===== config.mk =====
export PLATFORM = sky130hd
export DESIGN_NAME = ocp_sram_slave
export DESIGN_NICKNAME = d
export VERILOG_FILES = /design/src/rtl/ocp_sram_slave.sv
export SDC_FILE = /design/constraint.sdc
export NUM_CORES = 1
export LEC_CHECK = 0
export BUFFER_PORTS_ARGS = -buffer_cell sky130_fd_sc_hd__buf_2
export CAP_MARGIN = 10
export CORE_UTILIZATION = 35
export CTS_BUF_LIST = sky130_fd_sc_hd__clkbuf_8
export CTS_CLUSTER_SIZE = 20
export DETAILED_ROUTE_END_ITERATION = 7
export PLACE_DENSITY = 0.58
export SYNTH_ARGS = -nofsm -noshare
export SYNTH_HDL_FRONTEND = slang
export SYNTH_SLANG_ARGS = --single-unit

===== constraint.sdc =====
create_clock -name clk -period 4.1 [get_ports clk]
set_clock_uncertainty 0.2 [all_clocks]
set_input_delay 0.615 -clock clk [delete_from_list [all_inputs] [get_ports clk]]
set_output_delay 0.615 -clock clk [all_outputs]
set_load 0.01 [all_outputs]

===== src/rtl/ocp_sram_slave.sv =====
// ocp_sram_slave: OCP slave target backed by a register-array memory.
// Handles one transaction at a time: single or INCR bursts of reads (RD),
// posted writes (WR) and non-posted writes (WRNP). Any other command, or a
// burst sequence other than INCR, is answered with an ERR response.
// Optional feature macro: OCP_SRAM_BYTEEN_EN (byte-enabled writes).
//
// Handshakes: a request is taken on a cycle where m_cmd != IDLE and
// s_cmd_accept = 1; a write beat is taken where m_data_valid = 1 and
// s_data_accept = 1; a response beat completes where s_resp != NULL and
// m_resp_accept = 1, and the response outputs stay stable until then.
// The FSM state is visible as r_state for external checkers.
module ocp_sram_slave #(
    parameter int DATA_WIDTH = 32,
    parameter int ADDR_WIDTH = 5,
    parameter int BLEN_WIDTH = 4,
    parameter int TAGI_WIDTH = 5
) (
    input  logic                    clk,
    input  logic                    rst,
    input  logic [2:0]              m_cmd,
    input  logic [ADDR_WIDTH-1:0]   m_addr,
    input  logic [BLEN_WIDTH-1:0]   m_burst_length,
    input  logic [2:0]              m_burst_seq,
    input  logic [TAGI_WIDTH-1:0]   m_tagid,
    input  logic [DATA_WIDTH-1:0]   m_data,
    input  logic [DATA_WIDTH/8-1:0] m_data_byteen,
    input  logic                    m_data_valid,
    input  logic                    m_data_last,
    input  logic                    m_resp_accept,
    output logic                    s_cmd_accept,
    output logic                    s_data_accept,
    output logic [1:0]              s_resp,
    output logic [DATA_WIDTH-1:0]   s_data,
    output logic                    s_resp_last,
    output logic [TAGI_WIDTH-1:0]   s_tagid
);

    // OCP command, burst sequence and response encodings
    localparam logic [2:0] CMD_IDLE = 3'd0;
    localparam logic [2:0] CMD_WR   = 3'd1;
    localparam logic [2:0] CMD_RD   = 3'd2;
    localparam logic [2:0] CMD_WRNP = 3'd5;
    localparam logic [2:0] SEQ_INCR = 3'd0;
    localparam logic [1:0] RESP_NULL = 2'd0;
    localparam logic [1:0] RESP_DVA  = 2'd1;
    localparam logic [1:0] RESP_ERR  = 2'd3;

    localparam int DEPTH = 2 ** ADDR_WIDTH;
    localparam logic [BLEN_WIDTH-1:0] LEN_ONE  = BLEN_WIDTH'(1);
    localparam logic [ADDR_WIDTH-1:0] ADDR_ONE = ADDR_WIDTH'(1);

    typedef enum logic [1:0] {
        ST_IDLE  = 2'd0,
        ST_WDATA = 2'd1,
        ST_RDATA = 2'd2,
        ST_WRESP = 2'd3
    } state_t;

    state_t                  r_state;
    state_t                  w_next_state;
    logic [ADDR_WIDTH-1:0]   r_addr;
    logic [BLEN_WIDTH-1:0]   r_len;
    logic [BLEN_WIDTH-1:0]   r_cnt;
    logic [TAGI_WIDTH-1:0]   r_tag;
    logic [2:0]              r_cmd;
    logic                    r_err;      // transaction will be answered with ERR
    logic                    r_req_err;  // request itself was bad: suppress memory writes
    logic [DATA_WIDTH-1:0]   r_mem [DEPTH];

    logic w_req;
    logic w_cmd_write;
    logic w_cmd_read;
    logic w_last_beat;
    logic w_wbeat;
    logic w_mem_we;

    assign w_req       = (r_state == ST_IDLE) && (m_cmd != CMD_IDLE) && !rst;
    assign w_cmd_write = (m_cmd == CMD_WR) || (m_cmd == CMD_WRNP);
    assign w_cmd_read  = (m_cmd == CMD_RD);
    assign w_last_beat = (r_cnt == (r_len - LEN_ONE));
    assign w_wbeat     = (r_state == ST_WDATA) && m_data_valid;
    // A bad request still consumes its data beats but never touches memory;
    // a misplaced m_data_last only flags the response, the beats are written.
    assign w_mem_we    = w_wbeat && !r_req_err && !rst;

    // Next-state and response outputs; everything defaults to the idle values
    always_comb begin
        w_next_state  = r_state;
        s_cmd_accept  = 1'b0;
        s_data_accept = 1'b0;
        s_resp        = RESP_NULL;
        s_data        = '0;
        s_resp_last   = 1'b0;
        s_tagid       = '0;
        case (r_state)
            ST_IDLE: begin
                s_cmd_accept = !rst;
                if (m_cmd != CMD_IDLE) begin
                    w_next_state = w_cmd_write ? ST_WDATA : ST_RDATA;
                end
            end
            ST_WDATA: begin
                s_data_accept = 1'b1;
                if (m_data_valid && w_last_beat) begin
                    w_next_state = (r_cmd == CMD_WRNP) ? ST_WRESP : ST_IDLE;
                end
            end
            ST_RDATA: begin
                s_resp      = r_err ? RESP_ERR : RESP_DVA;
                s_data      = r_err ? '0 : r_mem[r_addr];
                s_tagid     = r_tag;
                s_resp_last = w_last_beat || r_err;
                if (m_resp_accept && (w_last_beat || r_err)) begin
                    w_next_state = ST_IDLE;
                end
            end
            ST_WRESP: begin
                s_resp      = r_err ? RESP_ERR : RESP_DVA;
                s_resp_last = 1'b1;
                s_tagid     = r_tag;
                if (m_resp_accept) begin
                    w_next_state = ST_IDLE;
                end
            end
            default: w_next_state = ST_IDLE;
        endcase
    end

    // State register plus request latching and beat address/count tracking
    always_ff @(posedge clk) begin
        if (rst) begin
            r_state   <= ST_IDLE;
            r_addr    <= '0;
            r_len     <= LEN_ONE;
            r_cnt     <= '0;
            r_tag     <= '0;
            r_cmd     <= CMD_IDLE;
            r_err     <= 1'b0;
            r_req_err <= 1'b0;
        end else begin
            r_state <= w_next_state;
            if (w_req) begin
                r_addr <= m_addr;
                r_tag  <= m_tagid;
                r_cmd  <= m_cmd;
                r_cnt  <= '0;
                if (w_cmd_write || w_cmd_read) begin
                    r_len     <= (m_burst_length == '0) ? LEN_ONE : m_burst_length;
                    r_err     <= (m_burst_seq != SEQ_INCR);
                    r_req_err <= (m_burst_seq != SEQ_INCR);
                end else begin
                    // Unsupported command: single ERR read beat
                    r_len     <= LEN_ONE;
                    r_err     <= 1'b1;
                    r_req_err <= 1'b1;
                end
            end else if (w_wbeat) begin
                r_addr <= r_addr + ADDR_ONE;
                r_cnt  <= r_cnt + LEN_ONE;
                if (m_data_last != w_last_beat) begin
                    r_err <= 1'b1;
                end
            end else if ((r_state == ST_RDATA) && m_resp_accept) begin
                r_addr <= r_addr + ADDR_ONE;
                r_cnt  <= r_cnt + LEN_ONE;
            end
        end
    end

`ifdef OCP_SRAM_BYTEEN_EN
    // Byte-masked memory write; lanes with byteen=0 keep their old contents
    always_ff @(posedge clk) begin
        if (w_mem_we) begin
            for (int i = 0; i < DATA_WIDTH / 8; i++) begin
                if (m_data_byteen[i]) begin
                    r_mem[r_addr][i*8 +: 8] <= m_data[i*8 +: 8];
                end
            end
        end
    end
`else
    logic w_unused_byteen;
    assign w_unused_byteen = ^m_data_byteen;

    // Full-word memory write; byte enables have no effect in this build
    always_ff @(posedge clk) begin
        if (w_mem_we) begin
            r_mem[r_addr] <= m_data;
        end
    end
`endif

endmodule


* Yosys cells after proc, flatten, opt, wreduce, memory -nomap -nowiden
Memory sizes are Yosys's and may differ from the RTL's. A register that Yosys moved wholly into a read port is not among the register bits.
Cells that the tools add are included.
** Storage, ports and cells
- Register bits after elaboration :: 25
- Latch bits :: 0
- Memory bits (writable) :: 1024
- Memory bits (read-only) :: 0
- Input bits :: 61
- Output and inout bits :: 42
- Word-level logic and storage cells :: 80
- Memories :: 1
** Operators by class
- $add $sub $neg :: 3
- Multipliers :: 0
- Divide/modulo/power cells :: 0
- Magnitude comparators :: 0
- Equal/unequal tests :: 13
- Shift-type cells :: 0
- Muxes and demuxes :: 30
- Bitwise gates (word level) :: 0
- Reductions and logical operators :: 25
** Memories
- r_mem :: depth 32, width 32, rd ports 1, clocked after memory_dff 1, write ports 1, RTL line 68 : logic [DATA_WIDTH-1:0] r_mem [DEPTH];
** Operators with widths (count)
- two-way mux 32 bit :: 2
- two-way mux 5 bit :: 6
- two-way mux 2 bit :: 8
- two-way mux 4 bit :: 4
- nonzero test 3 bit :: 3
- logical AND 1 bit :: 8
- two-way mux 1 bit :: 8
- case mux 2 bit (4 select lines) :: 1
- equality test 3 bit (second input constant) :: 2
- nonzero test 2 bit :: 3
- adder 5 x 1 -> 5 bit (second input constant) :: 1
- adder 4 x 1 -> 4 bit (second input constant) :: 1
- equality test 2 bit (second input constant) :: 2
- equality test 4 bit :: 1
- zero test 4 bit :: 1
- != test 2 x 1 -> 1 bit (second input constant) :: 2
- != test 2 bit (second input constant) :: 2
- AND reduction 4 bit :: 1
- OR reduction 2 bit :: 2
- subtractor 4 x 1 -> 4 bit (second input constant) :: 1
- equality test 3 x 1 -> 1 bit (second input constant) :: 1
- equality test 3 x 2 -> 1 bit (second input constant) :: 1
- logical OR 1 bit :: 3
- equality test 2 x 1 -> 1 bit (second input constant) :: 1
- other kinds (5) :: 6

* Depth between registers and ports, before layout
Gate-level depths: netlist (run 1).
- Depth in word-level cells :: 7
- Depth in mapped cells :: 10
- Gate-level depth less buffers :: 7

* Worst setup path before layout (run 1)
OpenSTA, ideal clock, no wires.
- Path kind :: in2reg
- From :: input m_data_valid
- To :: memory r_mem[12][0] (enable)
- Setup time :: 0.421 ns
- Arrival time :: 2.679 ns
- Required time :: 3.479 ns
- Path slack :: 0.800 ns
- Stages on the path :: 4
- Cell sequence :: nand3b_1 > nor3_1 > nand2_1 > nor2_1
** Between the ends
- Longest elaborated chain between the ends :: 5
** RTL lines
- from (decl) :: RTL line 27 : input logic m_data_valid,
- logical AND 1 bit :: RTL line 81 : assign w_wbeat = (r_state == ST_WDATA) && m_data_valid;
- logical AND 1 bit (2 in series) :: RTL line 84 : assign w_mem_we = w_wbeat && !r_req_err && !rst;
- two-way mux 1 bit :: RTL line 187 : if (w_mem_we) begin
- two-way mux 1 bit (implied by the code) :: RTL line 188 : r_mem[r_addr] <= m_data;
- to (decl) :: RTL line 68
Every way passes these cells.

==> results_dict.tcl, run 1 <==
set metrics [dict create \
    use_met2_pct 28.91 \
    clk_pin_slew_ns 0.06 \
    drc 0 \
    ys_async_sr_fraction_pct 0 \
    synth_cell_type_count 50 \
    cts_max_path_buffers 3 \
    yosysWarnings 0 \
    top_usage_layer "met2" \
    tns_ns 0 \
    cts_buffers 164 \
    crit_path_end "s_data[25]" \
    tightest_slew_ns 1.112 \
    path_class "flop to primary output" \
    p_sw_share_pct 26.87 \
    io_pins 103 \
    r2r-start "r_state[1]" \
    pwr-share-clk_pct 32.2 \
    wire_per_inst_um 26.51 \
    die_h_um 342.9 \
    syn_avg_cell_area_um2 21.45 \
    drtIter0Drc 1955 \
    grt.met1_usage_pct 22.34 \
    drv_slew 0 \
    core-area_um2 114800 \
    peakVddDrop_v 0.0002733 \
    power_switching_w 0.006657 \
    fin_cells 3845 \
    num_vias 20230 \
    yosysSeqAreaShare_pct 77.06 \
    mostFrequentLayoutCells "edfxtp_1 (1024), mux4_2 (213), clkbuf_8 (174), buf_2 (98), mux2i_1 (97)" \
    worstHoldPathType "input port to flop" \
    layout_commonest_cell "edfxtp_1" \
    dpl_cell_area_um2 43890 \
    grt_pass1_vias 21160 \
    finalSetupViolCount 0 \
    seq_power_share_pct 48.5 \
    gr-total-overflow 0 \
    antenna_left 0 \
    max_freq_mhz 249.0 \
    clk_latency_ns 0.80 \
    antenna_found_initial 11 \
    critPathLaunchType "flop" \
    reg2reg_to "r_mem[9][16]" \
    fin_area_um2 47670 \
    internal_power_w 0.01812 \
    area_growth_pct 17.18 \
    ys_ff_latch 1054 \
    clkSinkCount 1054 \
    final_hold_viol_count 0 \
    post-route-period-util_pct 97.95 \
    drv_cap 0 \
    grt_max_degree 65 \
    vias_per_cell 5.262 \
    synth_flop_cell "edfxtp_1" \
    status "complete, no violations" \
    numPortBuffers 98 \
    first_pass_iters 5 \
    track_usage_pct 17.35 \
    start_util_pct 35.44 \
    rrSetupSlack_ns 0.86 \
    critPathArrivalTime_ns 3.20 \
    p_leak_nw 14.98 \
    grt_pass1_wl_um 144800 \
    syn_inst 1897 \
    pwr-share-comb_pct 19.3 \
    worstSetupEndpointType "primary output" \
    rsz0062_at_grt "yes" \
    nets 2281 \
    cts_max_level 4 \
    dp.cells 3506 \
    hp-start "m_data[18]" \
    synth_edf_count 1024 \
    die_x_um 342.9 \
    relSlewSlack_pct 25.79 \
    cts_tree "yes" \
    r2r_cells 6 \
    required_ns 3.28 \
    grtUsageMet3_pct 4.189 \
    place.gp.congestion 0.7618 \
    crit_path_max_fanout 15 \
    power_density_nw_per_um2 519.7 \
    drive_gt1_share_pct 34.48 \
    die_area_um2 117600 \
    dpl.hpwl_um 57470 \
    cts_root_buf "clkbuf_8" \
    netlist_area_um2 40690 \
    final.min_clock_period_ns 4.016 \
    routed_wl_um 101900 \
    synth_fp_nets 1964 \
    num_rows 124 \
]
-- through the flow --
| step | hold slack (ns) | setup slack (ns) | power [W] | utilization [%] |
|---|---|---|---|---|
| 2_1_floorplan | 0.2336 | 0.7999 | 0.01512 | - |
| 3_3_place_gp | 0.2504 | 0.5985 | 0.01661 | 38.23 |
| 3_5_place_dp | 0.2603 | 0.5739 | 0.01668 | 38.23 |
| 4_1_cts | 0.02827 | -0.03201 | 0.02490 | 41.32 |
| 5_1_grt | 0.08216 | -0.03774 | 0.02570 | 41.52 |
| 6_report | 0.09918 | 0.08418 | 0.02477 | 41.52 |
-- worst min path at each step --
stage,endpoint,slack (ns),depth (start not counted)
6_report,r_mem[6][18],0.1,1
5_1_grt,r_mem[3][30],0.08,1
4_1_cts,r_mem[14][6],0.03,1
3_5_place_dp,r_cmd[0],0.26,1
3_3_place_gp,r_cmd[1],0.25,1
2_1_floorplan,r_cmd[1],0.23,1
-- cells by family after synthesis --
group / count (synthesis) / synth area share, %
AO/OA/AOI/OAI: 158 / 2.697
buffers and inverters: 113 / 1.436
multiplexers: 396 / 16.55
adder cells (fa/ha/maj): 6 / 0.1845
AND/OR/NAND/NOR: 161 / 1.879
flip-flops: 1054 / 77.06
XOR/XNOR: 9 / 0.1938
-- metal layers --
layer | share of wire, % | wire length, µm
met5 | 0.013 | 13
met4 | 2.1 | 2165
met3 | 7.0 | 7137
met2 | 50 | 50580
met1 | 41 | 42050
-- layout make-up --
class	instances	area, µm²
diodes	1	2.502
clock buffers	174	2395
clock inverters	110	516.7
fillers	10010	67140
inverters	8	30.03
multi-input cells	731	9209
flip-flops and latches	1054	31360
well taps	1512	1892
repair buffers	255	2266
-- registers in the layout, indices dropped and copies added (netlist names), named ones only --
register,cells
r_cmd,3
r_err,1
r_mem,1024
r_req_err,1
r_cnt,4
r_state,2
r_len,4
r_addr,5
r_tag,5
-- what timing repair did --
item,CTS,global route
resized for setup,35,18
pin swaps,4,0
setup buffers,15,13
endpoints found under the hold margin,25,0
endpoints found under the setup margin,31,22
cloned,3,1
hold buffers,22,0
-- critical path: stages (launching register included) --
cell and delay (ns):
dfxtp_4 0.35, buf_12 0.15, buf_16 0.16, buf_4 0.12, mux4_2 0.49, mux4_2 0.52, o22ai_1 0.25, nor3_2 0.13
buf_2 0.20
-- synthesized netlist by cell type, types with 3 or more instances --
cell type,count,area (µm²)
a21oi_1,31,155.2
a221oi_1,32,280.3
a22o_1,10,87.58
a22oi_1,4,30.03
and2_1,7,43.79
buf_1,15,56.30
buf_12,3,60.06
buf_2,38,190.2
buf_4,13,97.59
clkbuf_1,34,127.6
dfxtp_1,30,600.6
edfxtp_1,1024,30750
ha_1,6,75.07
inv_1,8,30.03
mux2_2,85,957.2
mux2i_1,98,980.9
mux4_2,213,4797
nand2_1,27,101.4
nand2b_1,5,31.28
nand3_1,5,25.02
nand3b_1,6,45.04
nor2_1,67,251.5
nor2b_1,6,37.54
nor3_1,27,135.1
o211ai_1,11,82.58
o21ai_0,4,20.02
o22ai_1,53,331.6
xnor2_1,8,70.07
-- power by group through the flow --
stage	Clock, W	Combinational [W]	Sequential (W)
after floorplan	0	0.00297	0.0121
after global placement	0	0.00434	0.0123
after detailed placement	0	0.00439	0.0123
after CTS	0.00818	0.00471	0.0120
after global routing	0.00860	0.00508	0.0120
final	0.00798	0.00478	0.0120
Note: power is estimated with default switching activity, not from simulation.
==> run 2, diff against run 1 <==
--- a/config.mk
+++ b/config.mk
@@ -13,4 +13,5 @@
 export DETAILED_ROUTE_END_ITERATION = 7
 export PLACE_DENSITY = 0.58
+export RECOVER_POWER = 100
 export SYNTH_ARGS = -nofsm -noshare
 export SYNTH_HDL_FRONTEND = slang
==> constraint.sdc (replaced) <==
create_clock -name clk -period 4.1 [get_ports clk]
set_clock_uncertainty 0.2 [all_clocks]
set_input_delay 0.615 -clock clk [delete_from_list [all_inputs] [get_ports clk]]
set_output_delay 0.615 -clock clk [all_outputs]
set_load 0.1 [all_outputs]
==> results_dict.tcl, run 2 (synthesis results as in run 1) <==
set metrics [dict create \
    antenna_left 0 \
    crit_top_cell "buf_12" \
    drc 0 \
    die_x_um 342.9 \
    start_util_pct 35.44 \
    crit_path_max_fanout 8 \
    clk_pin_slew_ns 0.06 \
    drtIter0Drc 1826 \
    num_vias 20200 \
    drv_slew 0 \
    final_hold_viol_count 0 \
    cts_max_path_buffers 3 \
    top_regs "r_mem (1024), r_addr (5), r_tag (5)" \
    tightest_slew_ns 1.479 \
    antenna_found_initial 9 \
    top_register "r_mem" \
    routed_wl_um 101600 \
    place.gp.congestion 0.7290 \
    wire_per_inst_um 26.45 \
    die_h_um 342.9 \
    drv_cap 0 \
    finalPower_w 0.02609 \
    cts_buffers 167 \
    numPortBuffers 98 \
    path_class "flop to primary output" \
    critPathLaunchType "flop" \
    final.min_clock_period_ns 4.056 \
    peakVddDrop_v 0.0003047 \
    internal_power_w 0.01846 \
    cts_max_level 4 \
    layout_commonest_cell "edfxtp_1" \
    vias_per_cell 5.256 \
    cp_num_buf_inv 4 \
    track_usage_pct 17.40 \
    grt_pass1_wl_um 145700 \
    ff_latch_area_um2 31360 \
    tns_ns 0 \
    power_switching_w 0.007628 \
    largest_register_ffs 1024 \
    area_growth_pct 18.12 \
    critPathSlowestCell "mux4_2" \
    status "complete, no violations" \
    dpl.hpwl_um 53360 \
    die_area_um2 117600 \
    rsz0062_at_grt "yes" \
    mostFrequentLayoutCells "edfxtp_1 (1024), mux4_2 (213), clkbuf_8 (171), mux2i_1 (97), mux2_2 (85)" \
    p_sw_share_pct 29.24 \
    worstHoldPathType "input port to flop" \
    num_rows 124 \
    gr-total-overflow 0 \
    pwr-share-comb_pct 23.0 \
    drive_gt1_share_pct 32.59 \
    nets 2275 \
    power_density_nw_per_um2 542.9 \
    required_ns 3.28 \
    max_freq_mhz 246.5 \
    pwr-share-clk_pct 30.8 \
    grt_pass1_vias 21300 \
    core-area_um2 114800 \
    clkSinkCount 1054 \
    crit_path_cell_trace "buf_12, buf_8, buf_12, mux4_2, mux4_2, o22ai_4, nor3_4, buf_12" \
    finalSetupViolCount 0 \
    critPathArrivalTime_ns 3.24 \
    post-route-period-util_pct 98.93 \
    setup_ws_ns 0.04379 \
    cts_tree "yes" \
    preCtsSetupSlack_ns 0.4606 \
    first_pass_iters 5 \
    multiInputGateArea_um2 9311 \
    relSlewSlack_pct 1.377 \
    p_leak_nw 14.88 \
    fin_cells 3843 \
    crit_family "multiplexers" \
    seq_power_share_pct 46.2 \
    io_pins 103 \
    cts_root_buf "clkbuf_8" \
    crit_path_max_incr_delay_ns 0.53 \
    clk_latency_ns 0.83 \
    grt_max_degree 58 \
    fillers 9966 \
    worstSetupEndpointType "primary output" \
    dp.cells 3477 \
]
run 2: area by class of cell:
type / instances / share of cell area [%]
Antenna cell: 2 / 0.01041
Clock inverter: 120 / 1.312
Tap cell: 1512 / 3.937
Multi-Input combinational cell: 731 / 19.38
Clock buffer: 170 / 4.869
Inverter: 8 / 0.06249
Timing Repair Buffer: 246 / 5.171
Sequential cell: 1054 / 65.26
run 2: what timing repair did:
action	in CTS	in global routing
gates resized for setup	119	12
hold buffers	34	0
endpoints found under the setup margin	32	18
setup buffers	27	3
endpoints found under the hold margin	191	0
pin swaps	13	4
gates cloned	10	1
run 2: power groups by stage:
stage | Clock [W] | Sequential (W) | Combinational (W)
floorplan | 0 | 0.0121 | 0.00383
global placement | 0 | 0.0123 | 0.00514
detailed placement | 0 | 0.0123 | 0.00521
CTS | 0.00823 | 0.0120 | 0.00602
global route | 0.00864 | 0.0121 | 0.00629
finish | 0.00804 | 0.0120 | 0.00600
run 2: path summary, 6_finish.rpt:
path	start	depth (start not counted)	endpoint	slack (ns)
worst min-delay path	m_addr[0]	4	flop	0.22
worst min register to register	r_tag[3]	1	r_tag[3]	0.28
worst max register to register	r_state[1]	7	r_mem[26][10]	0.22
worst max-delay path	flop	8	s_data[25]	0.04
run 2: routing by layer:
metal	wire length (µm)	track usage [%]
met1	41580	22.70
met3	6504	3.529
met5	70	0
met4	2786	5.981
met2	50690	28.96
run 2: tightest hold or removal path, stage by stage:
cell and delay, ns:
buf_2 0.10, a22oi_1 0.16, a21oi_1 0.10, clkbuf_1 0.18
run 2: stage by stage:
step	utilization, %	area, µm²	hold slack [ns]
after floorplan	-	40790	0.2336
after global placement	38.32	43990	0.2476
after detailed placement	38.32	43990	0.2624
after CTS	42.14	48380	0.002153
after global routing	41.85	48050	0.2187
final	41.86	48060	0.2168
